$ cat config.mk
export PLATFORM = sky130hd
export DESIGN_NAME = conv_encoder_stream
export DESIGN_NICKNAME = d
export VERILOG_FILES = /design/src/rtl/conv_encoder_stream.sv
export SDC_FILE = /design/constraint.sdc
export NUM_CORES = 1
export LEC_CHECK = 0
export ABC_AREA = 1
export CAP_MARGIN = 20
export CORE_AREA = 10 10 47 49
export CTS_CLUSTER_SIZE = 8
export DETAILED_ROUTE_END_ITERATION = 16
export DIE_AREA = 0 0 57 59
export HOLD_SLACK_MARGIN = 0.15
export SLEW_MARGIN = 20
export SYNTH_ARGS = -nofsm -noshare
export SYNTH_HDL_FRONTEND = slang
export SYNTH_SLANG_ARGS = --single-unit
$ cat constraint.sdc
create_clock -name clk -period 1.3 [get_ports clk]
set_clock_uncertainty 0.1 [all_clocks]
set_input_delay 0.26 -clock clk [delete_from_list [all_inputs] [get_ports clk]]
set_output_delay 0.26 -clock clk [all_outputs]
set_load 0.05 [all_outputs]
$ cat src/rtl/conv_encoder_stream.sv
// Rate-1/2 framed convolutional encoder (K, G0, G1 parameters); zero-tail termination when CONV_TAIL_EN is defined.
// Latency: a bit accepted on edge n gives its registered code pair in cycle n+1; one pair per cycle sustained.
// Backpressure: a held pair (out_valid && !out_ready) stalls input acceptance and tail generation.
module conv_encoder_stream #(
    parameter int           K  = 3,
    parameter logic [K-1:0] G0 = 3'b111,
    parameter logic [K-1:0] G1 = 3'b101
) (
    input  logic clk,
    input  logic reset,
    input  logic in_valid,
    output logic in_ready,
    input  logic b0,
    input  logic in_last,
    output logic out_valid,
    input  logic out_ready,
    output logic c0,
    output logic c1,
    output logic out_last,
    output logic busy
);

`ifdef CONV_TAIL_EN
    localparam int TW = $clog2(K);
    typedef enum logic [1:0] {IDLE, DATA, TAIL, DRAIN} state_t;
    logic [TW-1:0] tcnt_q, tcnt_d;
`else
    typedef enum logic [1:0] {IDLE, DATA, DRAIN} state_t;
`endif

    state_t         state_q, state_d;
    logic [K-2:0]   sr_q, sr_d;
    logic           out_valid_q, out_valid_d;
    logic           c0_q, c0_d;
    logic           c1_q, c1_d;
    logic           last_q, last_d;
    logic           out_free;
    logic           accept;
    logic [K-1:0]   enc_v;

    assign out_free = !out_valid_q || out_ready;
    assign in_ready = reset && ((state_q == IDLE) || (state_q == DATA)) && out_free;
    assign accept   = in_valid && in_ready;
    // Outside an accept (tail cycles) the encoded bit is a forced zero.
    assign enc_v    = {(accept ? b0 : 1'b0), sr_q};

    always_comb begin
        state_d     = state_q;
        sr_d        = sr_q;
        out_valid_d = out_valid_q;
        c0_d        = c0_q;
        c1_d        = c1_q;
        last_d      = last_q;
`ifdef CONV_TAIL_EN
        tcnt_d      = tcnt_q;
`endif
        if (out_valid_q && out_ready) begin
            out_valid_d = 1'b0;
        end

        case (state_q)
            IDLE, DATA: begin
                if (accept) begin
                    c0_d        = ^(enc_v & G0);
                    c1_d        = ^(enc_v & G1);
                    out_valid_d = 1'b1;
                    last_d      = 1'b0;
                    sr_d        = {b0, sr_q[K-2:1]};
                    state_d     = DATA;
                    if (in_last) begin
`ifdef CONV_TAIL_EN
                        state_d = TAIL;
                        tcnt_d  = '0;
`else
                        // Flush step folded into the accepting edge.
                        last_d  = 1'b1;
                        sr_d    = '0;
                        state_d = DRAIN;
`endif
                    end
                end
            end
`ifdef CONV_TAIL_EN
            TAIL: begin
                if (out_free) begin
                    c0_d        = ^(enc_v & G0);
                    c1_d        = ^(enc_v & G1);
                    out_valid_d = 1'b1;
                    last_d      = 1'b0;
                    sr_d        = {1'b0, sr_q[K-2:1]};
                    tcnt_d      = tcnt_q + TW'(1);
                    if (tcnt_q == TW'(K - 2)) begin
                        last_d  = 1'b1;
                        sr_d    = '0;
                        tcnt_d  = '0;
                        state_d = DRAIN;
                    end
                end
            end
`endif
            DRAIN: begin
                if (out_valid_q && out_ready && last_q) begin
                    state_d = IDLE;
                end
            end
            default: state_d = IDLE;
        endcase
    end

    always_ff @(posedge clk or negedge reset) begin
        if (!reset) begin
            state_q     <= IDLE;
            sr_q        <= '0;
            out_valid_q <= 1'b0;
            c0_q        <= 1'b0;
            c1_q        <= 1'b0;
            last_q      <= 1'b0;
`ifdef CONV_TAIL_EN
            tcnt_q      <= '0;
`endif
        end else begin
            state_q     <= state_d;
            sr_q        <= sr_d;
            out_valid_q <= out_valid_d;
            c0_q        <= c0_d;
            c1_q        <= c1_d;
            last_q      <= last_d;
`ifdef CONV_TAIL_EN
            tcnt_q      <= tcnt_d;
`endif
        end
    end

    assign out_valid = out_valid_q;
    assign c0        = c0_q;
    assign c1        = c1_q;
    assign out_last  = last_q;
    assign busy      = (state_q != IDLE);

endmodule

After elaboration in Yosys (flattened, before gate mapping) --
Index checks and enable logic that the tools add are counted.
Storage, ports and cells: output and inout port bits 6, register bits 8, word-level logic and storage cells 35, bits of input ports 6
Cells by class: reductions and logical operators 15, eq/ne operators 4, muxes and demuxes 10
Operators by type and width (count):
- two-way mux 2 bit | 4
- parity 3 bit | 2
- logical AND 1 bit | 5
- two-way mux 1 bit | 5
- != test 2 bit, second input constant | 2
- one-hot mux 2 bit (2 select lines) | 1
- AND reduction 2 bit | 2
- == test 2 x 1 -> 1 bit, second input constant | 1
- == test 2 bit, second input constant | 1
- zero test 2 bit | 1
- logical OR 1 bit | 2
- nonzero test 2 bit | 1
- OR reduction 2 bit | 1
- zero test 1 bit | 1

Logic depth before layout (Yosys ltp) --
depth after elaboration 7, gate-level depth with buffers 8, mapped depth without buffers 8

Worst setup path before layout --
OpenSTA, ideal clock, no wires.
path kind reg-to-reg, from register out_valid_q, in the netlist out_valid, to register sr_q[0], buffers on the path 0, data arrival time 1426 ps, library setup time 83 ps, clock period less this slack 1609 ps, stages on the path, launching flop included 8, slack -309 ps, required time 1117 ps, cells stage by stage dfrtp_1 > inv_1 > nor2_4 > nor2_4 > nand2_4 > clkinv_4 > nand3b_1 > o21ai_0
On the way: longest elaborated chain between the ends 5
RTL lines:
- from (decl) | line 33 | logic out_valid_q, out_valid_d;
- from (signal assigned) | line 124 | out_valid_q <= out_valid_d;
- zero test 1 bit | line 41 | assign out_free = !out_valid_q || out_ready;
- logical OR 1 bit | line 41
- logical AND 1 bit | line 42 | assign in_ready = reset && ((state_q == IDLE) || (state_q == DATA)) && out_free;
- net in_ready | line 12 | output logic in_ready,
- logical AND 1 bit | line 43 | assign accept = in_valid && in_ready;
- AND reduction 2 bit (no source line)
- to (signal assigned) | line 123 | sr_q <= sr_d;
- to (decl) | line 32 | logic [K-2:0] sr_q, sr_d;
The timed path passes the listed nets, and every way through them passes these cells. A chain may end at the register's enable or synchronous reset.

Worst setup path after layout --
from register state_q[1], to output port in_ready
On the way: longest elaborated chain between the ends 4, elaborated cells on any way between the ends 5, those cells by class eq/ne: 1; reduce/logical: 4
RTL lines:
- from (decl) | line 31 | state_t state_q, state_d;
- from (signal assigned) | line 122 | state_q <= state_d;
- == test 2 x 1 -> 1 bit / zero test 2 bit (equally long branches) | line 42
- logical OR 1 bit (*) | line 42
- logical AND 1 bit (*) (2 in a row) | line 42
- to (decl) | line 12
Every way passes the cells marked *; elsewhere a longest branch is shown, timed or not.

==> summary.txt <==
Run status
  – Outcome: finished, violations left
  – Violated checks: setup timing

Layout
  – Utilization of the core after routing: 0.5402
  – Diodes inserted: 0
  – Non-Filler Instances: 93
  – Final #Nets: 84
  – Combined area of the multi-input logic cells: 197.7 um^2
  – Fillers: 137
  – Area Growth Syn to Fin: 78.99%
  – Fraction of final layout cells sized beyond drive strength 1: 0.3896
  – FF/Latch Area: 201.4 um^2
  – Cell area after layout: 757.0 um^2

Yosys
  – Netlist area before placement: 422.9 um^2
  – Mean post-synth cell area: 8.133 um^2
  – Register bit count reported by yosys: 8
  – Leading cell types by count after synthesis: sky130_fd_sc_hd__nand2_1 (19), sky130_fd_sc_hd__dfrtp_1 (8), sky130_fd_sc_hd__inv_1 (8), sky130_fd_sc_hd__nand4_1 (3)
  – Async SR Flop Fraction: 1.000
  – Top cell type's share of synthesized area: 0.4734
  – Biggest area contributors in the synthesized netlist: sky130_fd_sc_hd__dfrtp_1 (47%), sky130_fd_sc_hd__nand2_1 (17%), sky130_fd_sc_hd__inv_1 (7.1%), sky130_fd_sc_hd__nor2_4 (5.3%), sky130_fd_sc_hd__nand4_1 (4.4%)
  – Count of different cell masters after synthesis: 16
  – Post-synth net total: 58
  – Top_reg_cell synth: sky130_fd_sc_hd__dfrtp_1
  – Number of instances in the synthesized netlist: 52
  – Library cell with the highest instance count after synthesis: sky130_fd_sc_hd__nand2_1
  – Most area-hungry cell type in the Yosys netlist: sky130_fd_sc_hd__dfrtp_1
  – Portion of the post-synthesis area used by sequential elements: 0.4734
  – Warnings, synthesis: 0
  – Number of enable-type register cells in the synthesized netlist: 0

Route
  – Remaining number of nets flagged by the antenna check after routing: 0
  – Detailed Route Iter0 Violations: 7
  – Per-cell via count in the routed design: 4.419
  – Wire length after detailed routing: 1063 um
  – Number of optimization iterations in the first detailed-route pass: 4
  – Total number of vias: 411
  – Per-cell routed wire length: 11.43 um
  – Drc violations: 0

Critical path
  – Arrival time of data at the critical path endpoint: 1.05 ns
  – Crit path max-delay family: flip-flops
  – CP Cell Sequence: clkinv_2, nand2_2, nor2_4, buf_12
  – Start of the worst register-to-register path: state_q[1]
  – Endpoint type of the worst setup path: output port
  – First element of the critical path: state_q[1]
  – Buffer and inverter count on the worst path: 2
  – Launching element type of the critical path: flip-flop
  – Terminus of the critical flop-to-flop path: sr_q[0]
  – Worst setup path category: flip-flop to output port
  – Required time of the critical path: 0.94 ns
  – Capturing instance or port of the critical path: in_ready
  – Total stage count of the critical path: 4
  – Maximum fanout encountered on the critical timing path: 2
  – Setup slack of the most critical reg-to-reg path: -0.07 ns
  – Largest stage delay on the critical path: 0.38 ns
  – Length in cells of the worst reg-to-reg path: 9
  – Library cell contributing the largest single delay on the critical path: sky130_fd_sc_hd__dfrtp_1

Clock tree
  – Later-pin clock latency in the skew report: 0.25 ns
  – Htree depth: 1
  – CTS tree: yes
  – Bufs on Longest Clock Path: 2
  – Number of buffers created by CTS: 3
  – Number of clock sinks: 8
  – Worst-path clk slew: 0.06 ns
  – Clock root buffer: sky130_fd_sc_hd__clkbuf_4

Timing
  – Setup WS post-layout: -0.1126 ns
  – Final hold viol count: 0
  – Total Negative Setup Slacks: -0.4067 ns
  – # setup viols final: 9
  – Period minus WS final: 1.413 ns
  – F_max: 707.9 MHz
  – Final Cycle Share: 1.087
  – Worst slew slack as a fraction of its limit: 0.8695
  – Worst-case hold slack: 0.3814 ns
  – RSZ-0062 raised after global routing: true
  – Transition time of the tightest slew-check pin: 0.1951 ns
  – Fin. max-slew vios: 0

Floorplanning
  – Die Area: 0.003363 mm^2
  – I/O pin count: 12
  – Floorplan die width: 57 um
  – FP Rows: 14
  – Core region area: 0.001401 mm^2
  – DIE HEIGHT: 59 um
  – Starting Density: 0.3018

Global route
  – Number of antenna violations at the first check in global routing: 0
  – Pin count of the biggest net entering global routing: 9
  – Vias in the first global route: 418
  – Overall Global Routing Usage: 0.06258
  – GRT Residual Overflow: 0
  – Global-route wire length before repair: 1711 um

Power
  – PnR Total Power: 1.782 mW
  – Static power due to leakage: 0.3789 nW
  – PwrDens: 2355 mW/mm^2
  – Max rail drop VDD: 1.118 mV

Placement
  – Final weighted congestion in routability-driven placement: 0.7883
  – Total half-perimeter wirelength after legalization and detailed placement: 809.9 um
  – Post-detailed-placement cell area: 644.4 um^2
  – Placed Cells: 83
  – Port buffer count: 11
  – Pre-CTS setup slack: -0.2817 ns

Flow run
  – Total of max-cap violations: 0

Min path
  – Min-Delay Path Class: flip-flop to flip-flop
## metal layers
layer | track usage | part of all wire | up-vias
li1 | - | - | 214
met1 | 0.07117 | 0.44 | 186
met2 | 0.09767 | 0.49 | 11
met3 | 0.02790 | 0.070 | 0
met4 | 0.03020 | 0 | 0
met5 | 0 | 0 | -
## what timing repair did
action	4_1_cts	5_1_grt
hold endpoints to repair	8	0
pin swaps	1	1
setup buffers	3	2
hold buffers	1	0
setup endpoints to repair	5	10
resized for setup	3	7
## worst min-delay path by stage
stage,from,to,cells past startpoint
finish,state_q[0],state_q[1],1
global route,state_q[0],state_q[1],1
CTS,state_q[0],state_q[1],1
detailed placement,state_q[0],state_q[1],1
global placement,state_q[0],state_q[1],1
floorplan,reset,c0,0
## flip-flops by register name, summed over array words and instances (netlist names)
signal     cells
c1             1
c0             1
state_q        2
out_last       1
out_valid      1
sr_q           2
## worst register-to-register path, cell delays in order, from the launching register on
cell,delay [ns]
sky130_fd_sc_hd__dfrtp_1,0.38
sky130_fd_sc_hd__clkinv_2,0.08
sky130_fd_sc_hd__nand2_2,0.06
sky130_fd_sc_hd__nor2_4,0.13
sky130_fd_sc_hd__buf_4,0.12
sky130_fd_sc_hd__buf_6,0.11
sky130_fd_sc_hd__nand2_8,0.07
sky130_fd_sc_hd__inv_8,0.08
sky130_fd_sc_hd__nand3b_1,0.07
sky130_fd_sc_hd__o21ai_1,0.08
## kinds of logic after synthesis
kind of cell / Yosys count / synth area share
buffers and inverters: 10 / 0.1035
AND/OR/NAND/NOR: 29 / 0.3462
flip-flops: 8 / 0.4734
AO/OA/AOI/OAI: 5 / 0.07694
## cells in the final DEF, fill, tap and decap left out, drive strengths merged
master,n
clkdlybuf4s50,3
dfrtp,8
inv,9
dlygate4sd3,1
nand4,3
o22ai,1
o21ai,2
a21oi,1
nand2,21
clkbuf,4
o31ai,1
dlygate4sd2,2
nor3,1
nor2,3
buf,15
nand3b,1
clkinv,1
## area by class of cell
cell class / count / area share
repair buffers: 21 / 0.3504
flip-flops and latches: 8 / 0.2661
multi-input cells: 34 / 0.2612
inverters: 10 / 0.06116
clock buffers: 4 / 0.03471
well taps: 16 / 0.02645
## power by group
| group | switching (mW) | internal [mW] | leakage (nW) | total (mW) |
|---|---|---|---|---|
| Clock | 0.0839 | 0.117 | 0.0150 | 0.201 |
| Sequential | 0.0816 | 0.349 | 0.102 | 0.430 |
| Combinational | 0.597 | 0.554 | 0.262 | 1.15 |
| Total | 0.763 | 1.02 | 0.379 | 1.78 |
Note: power is estimated with default switching activity, not from simulation.
